==> config.mk <==
export PLATFORM = sky130hd
export DESIGN_NAME = led_mode_ctrl_flat
export DESIGN_NICKNAME = d
export VERILOG_FILES = /design/src/rtl/led_mode_ctrl_if.sv /design/src/rtl/led_mode_ctrl.sv /design/src/flat_wrapper.sv
export SDC_FILE = /design/constraint.sdc
export NUM_CORES = 1
export LEC_CHECK = 0
export CAP_MARGIN = 20
export CORE_ASPECT_RATIO = 0.9
export CORE_MARGIN = 4
export CORE_UTILIZATION = 60
export DETAILED_ROUTE_END_ITERATION = 12
export GPL_TIMING_DRIVEN = 0
export PLACE_DENSITY = 0.78
export RECOVER_POWER = 25
export SYNTH_ARGS = -nofsm -noshare
export SYNTH_HDL_FRONTEND = slang
export SYNTH_SLANG_ARGS = --single-unit
==> constraint.sdc <==
create_clock -name clk125_i -period 2.85 [get_ports clk125_i]
set_input_delay 0.4275 -clock clk125_i [delete_from_list [all_inputs] [get_ports clk125_i]]
set_output_delay 0.4275 -clock clk125_i [all_outputs]
set_load 0.02 [all_outputs]
==> src/rtl/led_mode_ctrl_if.sv <==
// Button/LED signal bundle for led_mode_ctrl.
// The slave side is the controller; the master side is whatever drives the button.
interface led_mode_ctrl_if;
    logic       btn_in;
    logic       led_out;
    logic [2:0] mode_o;
    logic       btn_pulse_o;

    modport master (
        output btn_in,
        input  led_out,
        input  mode_o,
        input  btn_pulse_o
    );

    modport slave (
        input  btn_in,
        output led_out,
        output mode_o,
        output btn_pulse_o
    );
endinterface

==> src/rtl/led_mode_ctrl.sv <==
// LED mode controller: synchronises and debounces a push button, advances a
// five-state pattern FSM on each debounced press and drives the LED from a
// shared free-running prescaler.
module led_mode_ctrl #(
    parameter int unsigned DEBOUNCE_CYCLES = 1250000,
    parameter int unsigned SLOW_BIT        = 26,
    parameter int unsigned FAST_BIT        = 24,
    parameter int unsigned PWM_BITS        = 4,
    parameter int unsigned PWM_DUTY        = 2,
    parameter logic [2:0]  RESET_MODE      = 3'd2
) (
    input logic             clk125_i,
    input logic             reset,
    led_mode_ctrl_if.slave  bus
);

    localparam int unsigned DbW  = $clog2(DEBOUNCE_CYCLES + 1);
    localparam int unsigned CntW = SLOW_BIT + 1;
    localparam int unsigned PwmW = PWM_BITS + 1;

    // Last count value before a disagreement run is accepted.
    localparam logic [DbW-1:0]  DbLast = DbW'(DEBOUNCE_CYCLES - 1);
    // One extra bit so a duty of 2^PWM_BITS (always on) still compares correctly.
    localparam logic [PwmW-1:0] Duty   = PwmW'(PWM_DUTY);

    typedef enum logic [2:0] {
        ModeOff   = 3'd0,
        ModeSolid = 3'd1,
        ModeSlow  = 3'd2,
        ModeFast  = 3'd3,
        ModeDim   = 3'd4
    } mode_e;

    logic            btn_meta;
    logic            btn_s;
    logic            btn_db;
    logic            btn_db_prev;
    logic [DbW-1:0]  db_cnt;
    logic [CntW-1:0] cnt;
    mode_e           mode;

    assign bus.mode_o = mode;

    // Two-flop synchroniser for the asynchronous button level.
    always_ff @(posedge clk125_i) begin
        if (reset) begin
            btn_meta <= 1'b0;
            btn_s    <= 1'b0;
        end else begin
            btn_meta <= bus.btn_in;
            btn_s    <= btn_meta;
        end
    end

    // Debouncer: accept a new level only after DEBOUNCE_CYCLES consecutive disagreements.
    always_ff @(posedge clk125_i) begin
        if (reset) begin
            btn_db <= 1'b0;
            db_cnt <= '0;
        end else if (btn_s == btn_db) begin
            db_cnt <= '0;
        end else if (db_cnt == DbLast) begin
            btn_db <= btn_s;
            db_cnt <= '0;
        end else begin
            db_cnt <= db_cnt + 1'b1;
        end
    end

    // Press detect: one-cycle strobe the cycle after the debounced level rises.
    always_ff @(posedge clk125_i) begin
        if (reset) begin
            btn_db_prev     <= 1'b0;
            bus.btn_pulse_o <= 1'b0;
        end else begin
            btn_db_prev     <= btn_db;
            bus.btn_pulse_o <= btn_db & ~btn_db_prev;
        end
    end

    // Mode FSM and prescaler; the prescaler restarts on every advance so patterns begin on.
    always_ff @(posedge clk125_i) begin
        if (reset) begin
            mode <= mode_e'(RESET_MODE);
            cnt  <= '0;
        end else if (bus.btn_pulse_o) begin
            cnt <= '0;
            case (mode)
                ModeOff:   mode <= ModeSolid;
                ModeSolid: mode <= ModeSlow;
                ModeSlow:  mode <= ModeFast;
                ModeFast:  mode <= ModeDim;
                default:   mode <= ModeOff;
            endcase
        end else begin
            cnt <= cnt + 1'b1;
        end
    end

    // Registered LED drive from the current mode and prescaler phase.
    always_ff @(posedge clk125_i) begin
        if (reset) begin
            bus.led_out <= 1'b0;
        end else begin
            case (mode)
                ModeOff:   bus.led_out <= 1'b0;
                ModeSolid: bus.led_out <= 1'b1;
                ModeSlow:  bus.led_out <= ~cnt[SLOW_BIT];
                ModeFast:  bus.led_out <= ~cnt[FAST_BIT];
                ModeDim:   bus.led_out <= ({1'b0, cnt[PWM_BITS-1:0]} < Duty);
                default:   bus.led_out <= 1'b0;
            endcase
        end
    end

endmodule

==> src/flat_wrapper.sv <==
// flat-port wrapper written by rule: the top's interface ports become plain ports
module led_mode_ctrl_flat 
#(
    parameter int unsigned DEBOUNCE_CYCLES = 1250000,
    parameter int unsigned SLOW_BIT        = 26,
    parameter int unsigned FAST_BIT        = 24,
    parameter int unsigned PWM_BITS        = 4,
    parameter int unsigned PWM_DUTY        = 2,
    parameter logic [2:0]  RESET_MODE      = 3'd2
)
  (clk125_i, reset, bus_btn_in, bus_led_out, bus_mode_o, bus_btn_pulse_o);
  led_mode_ctrl_if bus_i ();
  input logic clk125_i;
  input logic reset;
  input wire logic [$bits(bus_i.btn_in)-1:0] bus_btn_in;
  output wire logic [$bits(bus_i.led_out)-1:0] bus_led_out;
  output wire logic [$bits(bus_i.mode_o)-1:0] bus_mode_o;
  output wire logic [$bits(bus_i.btn_pulse_o)-1:0] bus_btn_pulse_o;
  assign bus_i.btn_in = bus_btn_in;
  assign bus_led_out = bus_i.led_out;
  assign bus_mode_o = bus_i.mode_o;
  assign bus_btn_pulse_o = bus_i.btn_pulse_o;
  led_mode_ctrl #(.DEBOUNCE_CYCLES(DEBOUNCE_CYCLES), .SLOW_BIT(SLOW_BIT), .FAST_BIT(FAST_BIT), .PWM_BITS(PWM_BITS), .PWM_DUTY(PWM_DUTY), .RESET_MODE(RESET_MODE)) u_core (.clk125_i(clk125_i), .reset(reset), .bus(bus_i));
endmodule
==> results_dict.tcl, run 1 <==
set metrics [dict create \
    synth.mux.area_fraction 0.0157 \
    rsz0062_at_grt "no" \
    fin_tns_setup_ns 0 \
    num_rows 22 \
    die_area_sq_um 5510 \
    pre_cts_slack_ns 0.702 \
    required_ns 3.12 \
    synth_edf_count 0 \
    synth_xor_area_frac 0.0833 \
    num-fill-cells 340 \
    r2r_cells 6 \
    synth_compound_area_frac 0.102 \
    start_util 0.632 \
    first_iter_violations 145 \
    syn_avg_cell_area_sq_um 8.70 \
    finClkSkew_ns 0.00688 \
    ys_seq_elements 57 \
    holdBufCountCts 0 \
    drive_gt1_frac 0.0864 \
    hold_depth 1 \
    wirelength_um 5420 \
    drc_errors 0 \
    path_cells "ha_1, nand4_4, or4_1, buf_2, or4_1, a21oi_1" \
    syn_inst 302 \
    place_hpwl_um 3750 \
    drv_slew 0 \
    first_pass_iters 5 \
    grtUsageMet2 0.292 \
    period_needed_ns 2.17 \
    cp_common_cell "or4_1" \
    synthFlopType "dfxtp_1" \
    viasPerCell 5.93 \
    finalHoldViolCount 0 \
    worst_slack_ns 0.681 \
    async_reset_ff_frac 0 \
    post_cts_buffers 0 \
    htreeDepth 3 \
    cp_max_fo 9 \
    clk_pin_slew_ns 0.06 \
    grtUsageMet1 0.290 \
    utilization 0.713 \
    cpMaxStageDelayCell "or4_1" \
    nets 325 \
    core_area_sq_um 4160 \
    port_buffers 7 \
    routed-via-count 2278 \
    crit_cells 6 \
    power_density_nw_per_um2 558 \
    fmax_mhz 461 \
    yosysWarnings 0 \
    grt-busiest-layer "met2" \
    path_buf_inv 1 \
    first_global_vias 1976 \
    regToRegSetupSlack_ns 0.68 \
    synth_nets 307 \
    worstSetupEndpointType "flop" \
    area_delta_synth_final_pct 12.8 \
    tightestPinTransition_ns 0.690 \
    arrival_ns 2.44 \
    ir_worst_vdd_mv 0.482 \
    synth_area_sq_um 2630 \
    grtUsageTotal 0.212 \
    pin_count 8 \
    ant_nets 0 \
    max_stage_delay_ns 0.52 \
    gp_congestion 0.831 \
    critPathCapture "u_core.cnt[22]" \
    crit_path_start "u_core.cnt[1]" \
    n_antenna_cell 0 \
    cts_root_buf "clkbuf_8" \
    tritoncts "yes" \
    path_class "reg -> reg" \
    cts_made_buffers 9 \
    grt_pass1_wl_um 9110 \
    antenna_found_initial 0 \
    cts_num_sinks 57 \
    min_period_over_period 0.761 \
    hold_class "reg -> reg" \
    cts_resized 0 \
    synth_cell_types 48 \
    slew_headroom 0.536 \
    post_drt_wl_per_cell_um 14.1 \
    grt_use_met3 0.0954 \
    timing.rr.end "u_core.cnt[22]" \
    grt_overflow 0 \
    synth-adder-area-share 0.00952 \
    cpLargestDelayFamily "simple AND/OR/NAND/NOR gates" \
    grt_max_degree 11 \
    maxCapViolCount 0 \
    min_from "u_core.btn_db_prev" \
    synth_top_family_by_area "simple AND/OR/NAND/NOR gates" \
    die_w_um 77.8 \
    crit_path_start_kind "flop" \
    synth_simple_gate_area_frac 0.308 \
    reg2reg_from "u_core.cnt[1]" \
    outcome "finished clean" \
    setup_viol 0 \
    insertion_delay_ns 0.34 \
    ys_seq_area_frac 0.434 \
    die_h_um 70.8 \
    power.leakage_uw 0.000932 \
    cts_buffer_depth 2 \
]
synthesized netlist by cell type, drive strengths merged (6+ instances only):
library cell | n | area (sq um)
dfxtp | 57 | 1140
nor2 | 43 | 161
xnor2 | 21 | 184
a21oi | 19 | 95.1
nand4 | 18 | 128
nand2 | 16 | 60.1
nand3 | 15 | 75.1
o21ai | 13 | 68.8
inv | 11 | 41.3
nor4 | 11 | 75.1
or4 | 9 | 68.8
nor3 | 8 | 40.0
or3 | 7 | 43.8
clkbuf | 6 | 53.8
state kept, by name (all words and copies together), names as in the netlist:
signal,count
u_core.btn_db,1
u_core.bus.led_out,1
u_core.btn_s,1
u_core.btn_meta,1
u_core.cnt,27
u_core.bus.btn_pulse_o,1
u_core.btn_db_prev,1
u_core.db_cnt,21
u_core.bus.mode_o,3
logic make-up after synthesis:
family | after synthesis
buffers and inverters | 21
adder cells (fa/ha/maj) | 2
multiplexers | 4
XOR/XNOR | 25
AO/OA/AOI/OAI | 45
AND/OR/NAND/NOR | 148
flip-flops | 57
power breakdown:
part	total (uW)	switching, uW	internal (uW)
Sequential	809	5.82	803
Clock	811	301	510
Combinational	33.8	20.8	13.0
layer usage:
| layer | share of wire | up-vias |
|---|---|---|
| met5 | 0 | - |
| met4 | 0.015 | 0 |
| met3 | 0.064 | 11 |
| met2 | 0.42 | 72 |
| met1 | 0.50 | 1061 |
| li1 | - | 1134 |
how the worst min path moves through the flow:
| stage | endpoint | slack [ns] |
|---|---|---|
| global route | u_core.bus.btn_pulse_o | 0.40 |
| floorplan | u_core.bus.btn_pulse_o | 0.37 |
| detailed placement | u_core.bus.btn_pulse_o | 0.38 |
| global placement | u_core.bus.btn_pulse_o | 0.37 |
| finish | u_core.bus.btn_pulse_o | 0.38 |
| CTS | u_core.bus.btn_pulse_o | 0.38 |
cell usage in the layout (no fill, tap or decap), types with 4 or more instances in the layout:
| cell | instances |
|---|---|
| dfxtp_1 | 57 |
| nor2_1 | 43 |
| xnor2_1 | 21 |
| a21oi_1 | 19 |
| nand4_1 | 17 |
| nand2_1 | 16 |
| nand3_1 | 15 |
| o21ai_0 | 12 |
| inv_1 | 11 |
| clkbuf_8 | 11 |
| nor4_1 | 10 |
| or4_1 | 8 |
| nor3_1 | 8 |
| or3_1 | 7 |
| clkbuf_1 | 6 |
| clkdlybuf4s50_1 | 6 |
| and3_1 | 4 |
| xor2_1 | 4 |
| o31ai_1 | 4 |
worst register-to-register path: stages (launching register included):
cell     delay [ns]
dfxtp_1        0.42
ha_1           0.28
nand4_4        0.15
or4_1          0.52
buf_2          0.18
or4_1          0.40
a21oi_1        0.14
layout make-up:
| type | instances | area (sq um) | share of cell area |
|---|---|---|---|
| inverters | 11 | 41.3 | 0.0139 |
| plain buffers | 10 | 62.6 | 0.0211 |
| flip-flops and latches | 57 | 1140 | 0.385 |
| clock buffers | 12 | 145 | 0.0490 |
| clock inverters | 3 | 65.1 | 0.0220 |
| multi-input cells | 224 | 1360 | 0.460 |
| repair buffers | 7 | 70.1 | 0.0236 |
| well taps | 60 | 75.1 | 0.0253 |
through the flow:
stage               cell area [sq um]  hold WS (ns)  total power, uW  cells
CTS                              2980         0.384             1670    384
global route                     2960         0.400             1710    384
finish                           2960         0.381             1650    384
global placement                 2770         0.370              863    369
detailed placement               2770         0.376              863    369
floorplan                        2630         0.368              850    302
Power figures use the tool's default switching activity.
==> inputs of run 2 (changes only) <==
--- a/config.mk
+++ b/config.mk
@@ -8,10 +8,10 @@
 export CAP_MARGIN = 20
 export CORE_ASPECT_RATIO = 0.9
 export CORE_MARGIN = 4
-export CORE_UTILIZATION = 60
+export CORE_UTILIZATION = 54
 export DETAILED_ROUTE_END_ITERATION = 12
 export GPL_TIMING_DRIVEN = 0
-export PLACE_DENSITY = 0.78
+export PLACE_DENSITY = 0.74
 export RECOVER_POWER = 25
 export SYNTH_ARGS = -nofsm -noshare
 export SYNTH_HDL_FRONTEND = slang
==> constraint.sdc (replaced) <==
create_clock -name clk125_i -period 1.85 [get_ports clk125_i]
set_input_delay 0.2775 -clock clk125_i [delete_from_list [all_inputs] [get_ports clk125_i]]
set_output_delay 0.2775 -clock clk125_i [all_outputs]
set_load 0.02 [all_outputs]
==> results_dict.tcl, run 2 (same netlist as run 1, synthesis figures left out) <==
set metrics [dict create \
    outcome "finished with violations" \
    failed_checks "setup timing" \
    gp_congestion 0.830 \
    drive_gt1_frac 0.207 \
    grtUsageTotal 0.214 \
    grt_max_degree 11 \
    power_density_nw_per_um2 749 \
    min_period_over_period 1.00 \
    num-fill-cells 363 \
    fmax_mhz 539 \
    ant_nets 0 \
    top_register "u_core.cnt" \
    tightestPinTransition_ns 0.571 \
    utilization 0.687 \
    drc_errors 0 \
    grt_pass1_wl_um 9720 \
    tritoncts "yes" \
    insertion_delay_ns 0.34 \
    start_util 0.575 \
    nets 333 \
    num_rows 23 \
    post_drt_wl_per_cell_um 14.6 \
    first_pass_iters 4 \
    die_w_um 81.5 \
    area_delta_synth_final_pct 19.6 \
    final_common_cell "nor2_1" \
    pin_count 8 \
    cts_buffer_depth 2 \
    grt_overflow 0 \
    maxCapViolCount 0 \
    required_ns 2.13 \
    antenna_found_initial 0 \
    cts_num_sinks 57 \
    worstSetupEndpointType "flop" \
    crit_path_start_kind "flop" \
    port_buffers 7 \
    die_area_sq_um 6050 \
    clk_pin_slew_ns 0.07 \
    placed_cells 371 \
    slew_headroom 0.616 \
    worst_slack_ns -0.00675 \
    place_hpwl_um 3730 \
    final_cell_count_no_fill 395 \
    finalHoldViolCount 0 \
    finClkSkew_ns 0.00859 \
    htreeDepth 3 \
    core_area_sq_um 4580 \
    period_needed_ns 1.86 \
    viasPerCell 5.76 \
    wirelength_um 5760 \
    n_antenna_cell 0 \
    setup_viol 1 \
    largest_register_ffs 27 \
    routed-via-count 2275 \
    first_iter_violations 155 \
    ir_worst_vdd_mv 0.536 \
    arrival_ns 2.14 \
    fin_area_sq_um 3140 \
    power.leakage_uw 0.00101 \
    pre_cts_slack_ns -0.206 \
    holdBufCountCts 0 \
    path_class "reg -> reg" \
    cts_made_buffers 9 \
    die_h_um 74.2 \
    layout_common_cells "43 x nor2_1, 40 x dfxtp_1, 21 x xnor2_1" \
    hold_class "reg -> reg" \
    cp_max_fo 7 \
    drv_slew 0 \
    first_global_vias 2043 \
    rsz0062_at_grt "yes" \
    cts_root_buf "clkbuf_8" \
    placed_area_sq_um 2800 \
]
==> run 2: cell count changes in the layout (fill, tap and decap cells not counted), moves of 3 or more <==
cell      delta
buf_4        +9
dfxtp_4      +4
clkbuf_1     -3
nand3_2      +3
dfxtp_2     +13
dfxtp_1     -17
nand3_1      -4
==> run 2: worst paths after layout <==
kind         cells past startpoint               start                      to  slack (ns)
min reg2reg                      1  u_core.btn_db_prev  u_core.bus.btn_pulse_o        0.39
max reg2reg                      4    u_core.db_cnt[4]           u_core.btn_db      -0.007
min                              1  u_core.btn_db_prev  u_core.bus.btn_pulse_o        0.39
max                              4    u_core.db_cnt[4]           u_core.btn_db      -0.007
==> run 2: what timing repair did <==
item                       CTS  global route
gates resized for setup     17            20
buffers inserted             6             4
gates cloned                 0             0
pin swaps                    5             2
hold endpoints to repair     0             0
setup endpoints to repair   26            13
==> run 2: area by class of cell <==
cell class / instances / area, sq um / area share
Multi-Input combinational cell: 224 / 1460 / 0.464
Inverter: 11 / 41.3 / 0.0131
Timing Repair Buffer: 17 / 145 / 0.0462
Clock inverter: 5 / 30.0 / 0.00955
Tap cell: 62 / 77.6 / 0.0247
Sequential cell: 57 / 1170 / 0.373
Buffer: 8 / 66.3 / 0.0211
Clock buffer: 11 / 151 / 0.0481
==> run 2: power by group <==
group / switching (uW) / total (uW) / leakage (uW) / internal (uW)
registers: 7.50 / 1240 / 0.000470 / 1230
logic: 38.9 / 69.3 / 0.000446 / 30.3
clock network: 495 / 1050 / 0.0000911 / 550
total: 542 / 2360 / 0.00101 / 1810
==> run 2: routing by layer <==
metal / GRT usage / up-vias / part of all wire
li1: - / 1154 / -
met1: 0.307 / 1053 / 0.50
met2: 0.293 / 56 / 0.43
met3: 0.0738 / 12 / 0.057
met4: 0.0826 / 0 / 0.015
met5: 0 / - / 0
==> run 2: worst max-delay path, stage by stage, from the launching register on <==
cell and delay (ns):
dfxtp_2 0.37, or4_4 0.52, or3_4 0.37, or4b_1 0.46, o21ai_1 0.07
==> run 2: stage by stage <==
| stage | total power (uW) | hold WS, ns | TNS (ns) |
|---|---|---|---|
| 2_1_floorplan | 1310 | 0.368 | -0.0150 |
| 3_3_place_gp | 1330 | 0.376 | -2.73 |
| 3_5_place_dp | 1330 | 0.384 | -2.93 |
| 4_1_cts | 2380 | 0.393 | 0 |
| 5_1_grt | 2450 | 0.411 | -0.0961 |
| 6_report | 2360 | 0.392 | -0.00675 |
==> inputs of run 3 (changes only) <==
--- a/config.mk
+++ b/config.mk
@@ -5,9 +5,8 @@
 export SDC_FILE = /design/constraint.sdc
 export NUM_CORES = 1
 export LEC_CHECK = 0
-export CAP_MARGIN = 20
 export CORE_ASPECT_RATIO = 0.9
-export CORE_MARGIN = 4
+export CORE_MARGIN = 2
 export CORE_UTILIZATION = 54
 export DETAILED_ROUTE_END_ITERATION = 12
 export GPL_TIMING_DRIVEN = 0
==> results_dict.tcl, run 3 (same netlist as run 1, synthesis figures left out) <==
set metrics [dict create \
    outcome "finished with violations" \
    failed_checks "setup timing" \
    die_w_um 77.5 \
    crit_cells 4 \
    grt_overflow 0 \
    worstSetupEndpointType "flop" \
    gp_congestion 0.840 \
    drv_slew 0 \
    grt_use_met3 0.0401 \
    max_stage_delay_ns 0.52 \
    place_hpwl_um 3830 \
    clk_pin_slew_ns 0.07 \
    nets 336 \
    fmax_mhz 535 \
    viasPerCell 5.71 \
    num_rows 24 \
    maxCapViolCount 0 \
    finalHoldViolCount 0 \
    final_common_cell "dfxtp_1" \
    power_density_nw_per_um2 742 \
    first_global_vias 2108 \
    tritoncts "yes" \
    area_delta_synth_final_pct 20.2 \
    period_needed_ns 1.87 \
    cpMaxStageDelayCell "or4_4" \
    n_antenna_cell 0 \
    first_pass_iters 4 \
    largest_register_ffs 27 \
    crit_path_start_kind "flop" \
    insertion_delay_ns 0.33 \
    hold_depth 1 \
    post_drt_wl_per_cell_um 14.7 \
    die_area_sq_um 5440 \
    die_h_um 70.2 \
    worst_slack_ns -0.0199 \
    final_cell_count_no_fill 401 \
    fin_tns_setup_ns -0.0199 \
    tightestPinTransition_ns 0.517 \
    cts_made_buffers 9 \
    first_iter_violations 196 \
    finClkSkew_ns 0.00915 \
    power.leakage_uw 0.00101 \
    cts_num_sinks 57 \
    holdBufCountCts 0 \
    arrival_ns 2.14 \
    pin_count 8 \
    cp_max_fo 3 \
    layout_common_cells "45 x dfxtp_1, 43 x nor2_1, 21 x xnor2_1" \
    holdWs_ns 0.385 \
    htreeDepth 3 \
    cpLargestDelayFamily "simple AND/OR/NAND/NOR gates" \
    drc_errors 0 \
    routed-via-count 2289 \
    top_register "u_core.cnt" \
    port_buffers 7 \
    antenna_found_initial 0 \
    wirelength_um 5890 \
    drive_gt1_frac 0.202 \
    ant_nets 0 \
    rsz0062_at_grt "yes" \
    grtUsageMet1 0.327 \
    required_ns 2.12 \
    cts_buffer_depth 2 \
    start_util 0.551 \
    grtUsageMet2 0.321 \
    cts_root_buf "clkbuf_8" \
    grtUsageTotal 0.225 \
    placed_cells 374 \
    grt_pass1_wl_um 9700 \
    path_class "reg -> reg" \
    core_area_sq_um 4770 \
    path_buf_inv 0 \
    grt_max_degree 11 \
    r2r_cells 4 \
    hold_class "reg -> reg" \
    grt-busiest-layer "met1" \
    setup_viol 1 \
    slew_headroom 0.655 \
    ir_worst_vdd_mv 0.544 \
    path_cells "or4_4, or3_4, or4b_1, o21ai_1" \
    min_period_over_period 1.01 \
    report.power.total_uw 2340 \
]
## run 3: per-stage QoR
stage	setup slack (ns)	utilization	instance area, sq um
global placement	-0.180	0.588	2810
detailed placement	-0.185	0.588	2810
finish	-0.0199	0.662	3160
global route	-0.0719	0.662	3160
floorplan	-0.0150	-	2650
CTS	-0.0690	0.650	3110
## run 3: area by class of cell
type	instances	area (sq um)
fill	385	1620
multi-input combinational	224	1470
clock inverter	3	15.0
tap	65	81.3
sequential	57	1160
inverter	11	41.3
buffer	8	56.3
clock buffer	13	159
timing repair buffer	20	171
## run 3: routing by layer
layer / share of wire / up-vias
met5: 0 / -
met4: 0.022 / 0
met3: 0.044 / 12
met2: 0.44 / 51
met1: 0.49 / 1068
li1: - / 1158
## run 3: path summary, 6_finish.rpt
check	from	end	slack, ns
worst max-delay path	u_core.db_cnt[8]	u_core.btn_db	-0.02
worst min register to register	u_core.btn_db_prev	u_core.bus.btn_pulse_o	0.38
worst max register to register	u_core.db_cnt[8]	u_core.btn_db	-0.02
worst min-delay path	u_core.btn_db_prev	u_core.bus.btn_pulse_o	0.38
## run 3: timing repair
action,4_1_cts,5_1_grt
gates cloned,0,0
buffers inserted,11,2
resized for setup,17,18
pin swaps,8,6
endpoints found under the setup margin,25,28
## run 3: power breakdown
| part | internal, uW | switching [uW] | total, uW |
|---|---|---|---|
| clock | 553 | 477 | 1030 |
| combinational | 30.1 | 40.7 | 70.7 |
| sequential | 1240 | 6.88 | 1240 |
| total | 1820 | 525 | 2340 |
